===== config.mk =====
export PLATFORM = sky130hd
export DESIGN_NAME = rd_fifo_arbiter
export DESIGN_NICKNAME = d
export VERILOG_FILES = /design/src/rtl/fifo_arb_pkg.sv /design/src/rtl/rr_pick.sv /design/src/rtl/rd_fifo_arbiter.sv
export SDC_FILE = /design/constraint.sdc
export NUM_CORES = 1
export LEC_CHECK = 0
export ABC_AREA = 0
export CAP_MARGIN = 15
export CORE_ASPECT_RATIO = 0.7
export CORE_MARGIN = 1.5
export CORE_UTILIZATION = 41
export DETAILED_ROUTE_END_ITERATION = 16
export PLACE_DENSITY = 0.77
export SYNTH_ARGS = -nofsm -noshare
export SYNTH_HDL_FRONTEND = slang
export SYNTH_HIERARCHICAL = 1
export SYNTH_SLANG_ARGS = --single-unit
export TNS_END_PERCENT = 1

===== constraint.sdc =====
create_clock -name rclk -period 2.6 [get_ports rclk]
set_clock_uncertainty 0.2 [all_clocks]
set_input_delay 0.78 -clock rclk [delete_from_list [all_inputs] [get_ports rclk]]
set_output_delay 0.78 -clock rclk [all_outputs]
set_load 0.03 [all_outputs]

===== src/rtl/fifo_arb_pkg.sv =====
// Shared types and default sizing for the read-side FIFO arbiter.
package fifo_arb_pkg;

    localparam int DEF_NCH   = 4;
    localparam int DEF_DSIZE = 8;
    localparam int DEF_BURST = 4;

    typedef enum logic [0:0] {
        IDLE = 1'b0,
        XFER = 1'b1
    } arb_state_t;

endpackage


===== src/rtl/rr_pick.sv =====
// Combinational round-robin picker: first set request bit above last_grant, wrapping.
module rr_pick #(
    parameter int NCH = 4,
    parameter int LW  = $clog2(NCH)
) (
    input  logic [NCH-1:0] req,
    input  logic [LW-1:0]  last_grant,
    output logic           hit,
    output logic [LW-1:0]  index
);

    // NCH is a power of two, so LW-bit addition wraps exactly modulo NCH.
    always_comb begin
        logic [LW-1:0] cand;
        hit   = 1'b0;
        index = last_grant;
        cand  = last_grant;
        for (int k = 1; k <= NCH; k++) begin
            cand = last_grant + LW'(k);
            if (!hit && req[cand]) begin
                hit   = 1'b1;
                index = cand;
            end
        end
    end

endmodule


===== src/rtl/rd_fifo_arbiter.sv =====
// Round-robin burst arbiter draining NCH async-FIFO read ports into one registered stream.
module rd_fifo_arbiter
    import fifo_arb_pkg::*;
#(
    parameter int NCH   = DEF_NCH,
    parameter int DSIZE = DEF_DSIZE,
    parameter int BURST = DEF_BURST
) (
    input  logic                     rclk,
    input  logic                     rrst_n,
    input  logic [NCH-1:0]           fifo_rempty,
    input  logic [NCH*DSIZE-1:0]     fifo_rdata,
    output logic [NCH-1:0]           fifo_rinc,
    output logic                     m_valid,
    input  logic                     m_ready,
    output logic [DSIZE-1:0]         m_data,
    output logic [$clog2(NCH)-1:0]   m_chan,
    output logic                     busy
);

    localparam int LW = $clog2(NCH);
    localparam int BW = $clog2(BURST + 1);

    arb_state_t     state;
    logic [LW-1:0]  grant;
    logic [LW-1:0]  last_grant;
    logic [BW-1:0]  burst_cnt;
    logic           pick_hit;
    logic [LW-1:0]  pick_idx;
    logic           out_free;
    logic           grant_empty;
    logic           pop;

    rr_pick #(
        .NCH (NCH),
        .LW  (LW)
    ) u_pick (
        .req        (~fifo_rempty),
        .last_grant (last_grant),
        .hit        (pick_hit),
        .index      (pick_idx)
    );

    // Handshake: a word moves downstream on any edge where m_valid && m_ready;
    // the output register may be reloaded whenever it is empty or being accepted.
    assign out_free    = !m_valid || m_ready;
    assign grant_empty = fifo_rempty[grant];
    assign pop         = rrst_n && (state == XFER) && !grant_empty && out_free;
    assign busy        = (state == XFER);

    always_comb begin
        fifo_rinc = '0;
        if (pop) fifo_rinc[grant] = 1'b1;
    end

    always_ff @(posedge rclk or negedge rrst_n) begin
        if (!rrst_n) begin
            state      <= IDLE;
            grant      <= '0;
            last_grant <= LW'(NCH - 1);
            burst_cnt  <= '0;
        end else begin
            case (state)
                IDLE: begin
                    if (pick_hit) begin
                        grant      <= pick_idx;
                        last_grant <= pick_idx;
                        burst_cnt  <= '0;
                        state      <= XFER;
                    end
                end
                XFER: begin
                    // An emptied channel releases the grant without a pop.
                    if (grant_empty) begin
                        state <= IDLE;
                    end else if (pop) begin
                        burst_cnt <= burst_cnt + BW'(1);
                        if (burst_cnt + BW'(1) == BW'(BURST)) state <= IDLE;
                    end
                end
                default: state <= IDLE;
            endcase
        end
    end

    always_ff @(posedge rclk or negedge rrst_n) begin
        if (!rrst_n) begin
            m_valid <= 1'b0;
            m_data  <= '0;
            m_chan  <= '0;
        end else if (pop) begin
            m_valid <= 1'b1;
            m_data  <= fifo_rdata[grant*DSIZE +: DSIZE];
            m_chan  <= grant;
        end else if (out_free) begin
            m_valid <= 1'b0;
        end
    end

endmodule


==> metrics.md <==
| Metric | Value |
|---|---|
| Buf/Inv on CP | 2 |
| Via/cell ratio | 5.36 |
| Core ar. | 2800 sq um |
| TNS Setup | -74.8 ps |
| Outcome | finished, violations left |
| Total gr overflow | 0 |
| GR Util All Layers | 0.232 |
| Worst path top cell family by delay | simple AND/OR/NAND/NOR gates |
| Num ports | 55 |
| Fin cells | 205 |
| Final setup vio count | 2 |
| CP max stage cell | mux2_4 |
| Dpl hpwl | 2580 um |
| Fin crit period | 2650 ps |
| Pwr dens | 1050 nW/um^2 |
| Initial antenna violation count | 0 |
| Clock tree buffer depth | 2 |
| Residual DRC | 0 |
| Final net count | 211 |
| Starting density of the core | 0.433 |
| Clock power share | 0.104 |
| Final period utilization | 1.02 |
| Drt first-iter violations | 67 |
| Comb power frac | 0.623 |
| Fin. Hold Viols | 0 |
| Crit-path cells | buf_6 > mux2_4 > nor4_4 > nor2b_4 > buf_6 |
| Critical Path Fanout Max | 2 |
| Max-slew violation count | 0 |
| Placed cells | 199 |
| Sequential share of the synthesized area | 0.393 |
| Syn Std Cell Area | 1210 sq um |
| Num CTS Buffers | 3 |
| DRT Pass-1 Iters | 4 |
| EDFF count, synth | 0 |
| Worst setup margin | -46.4 ps |
| Later-pin clock latency in the skew report | 260 ps |
| Synth Warn # | 6 |
| Average instance area after synthesis | 11.7 sq um |
| Post-Syn Nets | 145 |
| Chip width | 68.1 um |
| Startpoint types | input port |
| Chip Height | 48.5 um |
| CTS clk-pin slew, worst paths | 80 ps |
| Top cell by count, worst path | buf_6 |
| Yosys cell types | 35 |
| Hold crit path type | flop to flop |
| Die ar. | 3300 sq um |
| Vias after detailed routing | 1098 |
| Routed WL | 3510 um |
| Largest net degree at the start of global routing | 21 |
| DR WL/cell | 17.1 um |
| Area Growth Syn to Fin | 62.3% |
| Post-route ant nets | 0 |
| Syn Inst Count | 104 |
| Sw Pwr | 0.826 mW |
| Total clock sinks | 19 |
| Async SR Flop Fraction | 1.00 |
| Number of global-route vias before repair | 1149 |
| Register bit total from synthesis | 19 |
| CTS tree | done |
| First-pass GRT wire length | 5560 um |
| Worst slew margin | 0.748 |
| Ratio of cells with drive above 1 in the final layout | 0.331 |
| Power Total | 2.06 mW |
| Slowest stage delay, CP | 290 ps |
| Antenna cell count | 0 |
| CP Capture Type | primary output |
| Failing checks | setup timing |
| Worst-margin pin slew | 376 ps |
| Net Sw Frac | 0.400 |
| Ys flop type | dfrtp_1 |
| CP Data Required Time | 1620 ps |
| WS Path Type | input port to primary output |
| Worst vdd ir | 0.000486 V |
| Gpl congestion | 0.792 |
| Clock Root Buffer | clkbuf_8 |
| H-tree levels | 1 |
| Port-buffer cells | 54 |
| WP data arrival | 1670 ps |
| Cell Rows | 16 |
| Internal power | 1.24 mW |
| Fmax | 378 MHz |
| Maxcap violations | 0 |
| Flop pwr share | 0.273 |
| Unrepaired setup endpoints after global routing | yes |
| Fin Hold WS | 294 ps |
| Pre-CTS WS | -603 ps |
| Leak | 0.875 nW |
[power by group through the flow]
| stage | Combinational (mW) | Clock, mW | Sequential [mW] |
|---|---|---|---|
| finish | 1.29 | 0.215 | 0.564 |
| global route | 1.36 | 0.229 | 0.584 |
| CTS | 1.26 | 0.216 | 0.556 |
| detailed placement | 1.19 | 0 | 0.551 |
| global placement | 1.16 | 0 | 0.544 |
| floorplan | 0.627 | 0 | 0.707 |
[worst paths after layout]
path                                start       endpoint  slack (ps)  cells after the start
max                        fifo_rempty[0]   fifo_rinc[0]         -50                      5
min reg2reg                 last_grant[0]  last_grant[0]         290                      2
max in group asynchronous          rrst_n  last_grant[0]        1620                      2
min                         last_grant[0]  last_grant[0]         290                      2
min in group asynchronous          rrst_n      m_chan[0]         320                      2
max reg2reg                      grant[1]      m_data[2]         490                      7
[placed cells by master (no fill, tap or decap), types with 2 or more instances in the layout]
cell type / count
mux2_4: 9
dfstp_2: 2
dfrtp_1: 17
ha_1: 2
clkdlybuf4s50_1: 44
mux4_2: 8
inv_1: 8
nor2b_1: 2
nor2_1: 2
nor2b_4: 3
a21oi_1: 5
buf_6: 8
buf_2: 3
nand2b_1: 2
nand2_1: 12
o21ai_0: 5
buf_4: 10
clkbuf_8: 3
[Yosys cell counts, types with 2 or more instances]
master     n  share of area
inv_1      8          0.025
and2_1     2          0.010
nor2_1     2         0.0062
dfstp_2    2          0.043
ha_1       2          0.021
mux2_4     9           0.11
a21oi_1    5          0.021
nand2_1   12          0.037
nor2b_1    5          0.026
buf_6      2          0.019
mux2i_1    2          0.016
nand2b_1   2          0.010
clkbuf_1   2         0.0062
o21ai_0    5          0.021
mux4_2     8           0.15
dfrtp_1   17           0.35
[per-stage QoR]
stage                     cell area, sq um  utilization
after global routing                  1970        0.704
after CTS                             1960        0.698
final                                 1970        0.704
after global placement                1840        0.655
after floorplan                       1220            -
after detailed placement              1840        0.655
[sequential cells by signal, indices dropped and copies added (netlist names)]
register	count
m_chan	2
last_grant	2
m_valid	1
burst_cnt	3
grant	2
m_data	8
busy	1
[metal layers]
layer / vias up / part of all wire / GRT usage
met2: 44 / 0.53 / 0.414
met4: 0 / 0.038 / 0.100
met5: - / 0 / 0
met3: 14 / 0.048 / 0.0419
li1: 506 / - / -
met1: 534 / 0.38 / 0.264
[repair_timing]
item                                    4_1_cts  5_1_grt
pin swaps                                     2        0
hold buffers                                  0        0
endpoints found under the setup margin        4        4
buffers inserted                              1        1
resized for setup                            44        2
endpoints found under the hold margin         0        0
[cells by family after synthesis]
group           synth area share
flops                      0.393
compound gates            0.0958
fa+ha+maj                 0.0206
buf+inv                   0.0536
simple gates               0.151
mux                        0.285
[tightest hold or removal path, delay by kind of cell, from the launching register on]
| family | cells | cell delay, ps |
|---|---|---|
| flip-flops | 1 | 390 |
| AND/OR/NAND/NOR | 2 | 110 |
[final cells by class]
class                           instances  area [sq um]
Timing Repair Buffer                   66           641
Clock inverter                          1          7.51
Sequential cell                        19           478
Clock buffer                            3          41.3
Fill cell                             198           831
Multi-Input combinational cell         72           729
Tap cell                               36          45.0
Inverter                                8          30.0
No activity file was read; power rests on OpenSTA's default activity.
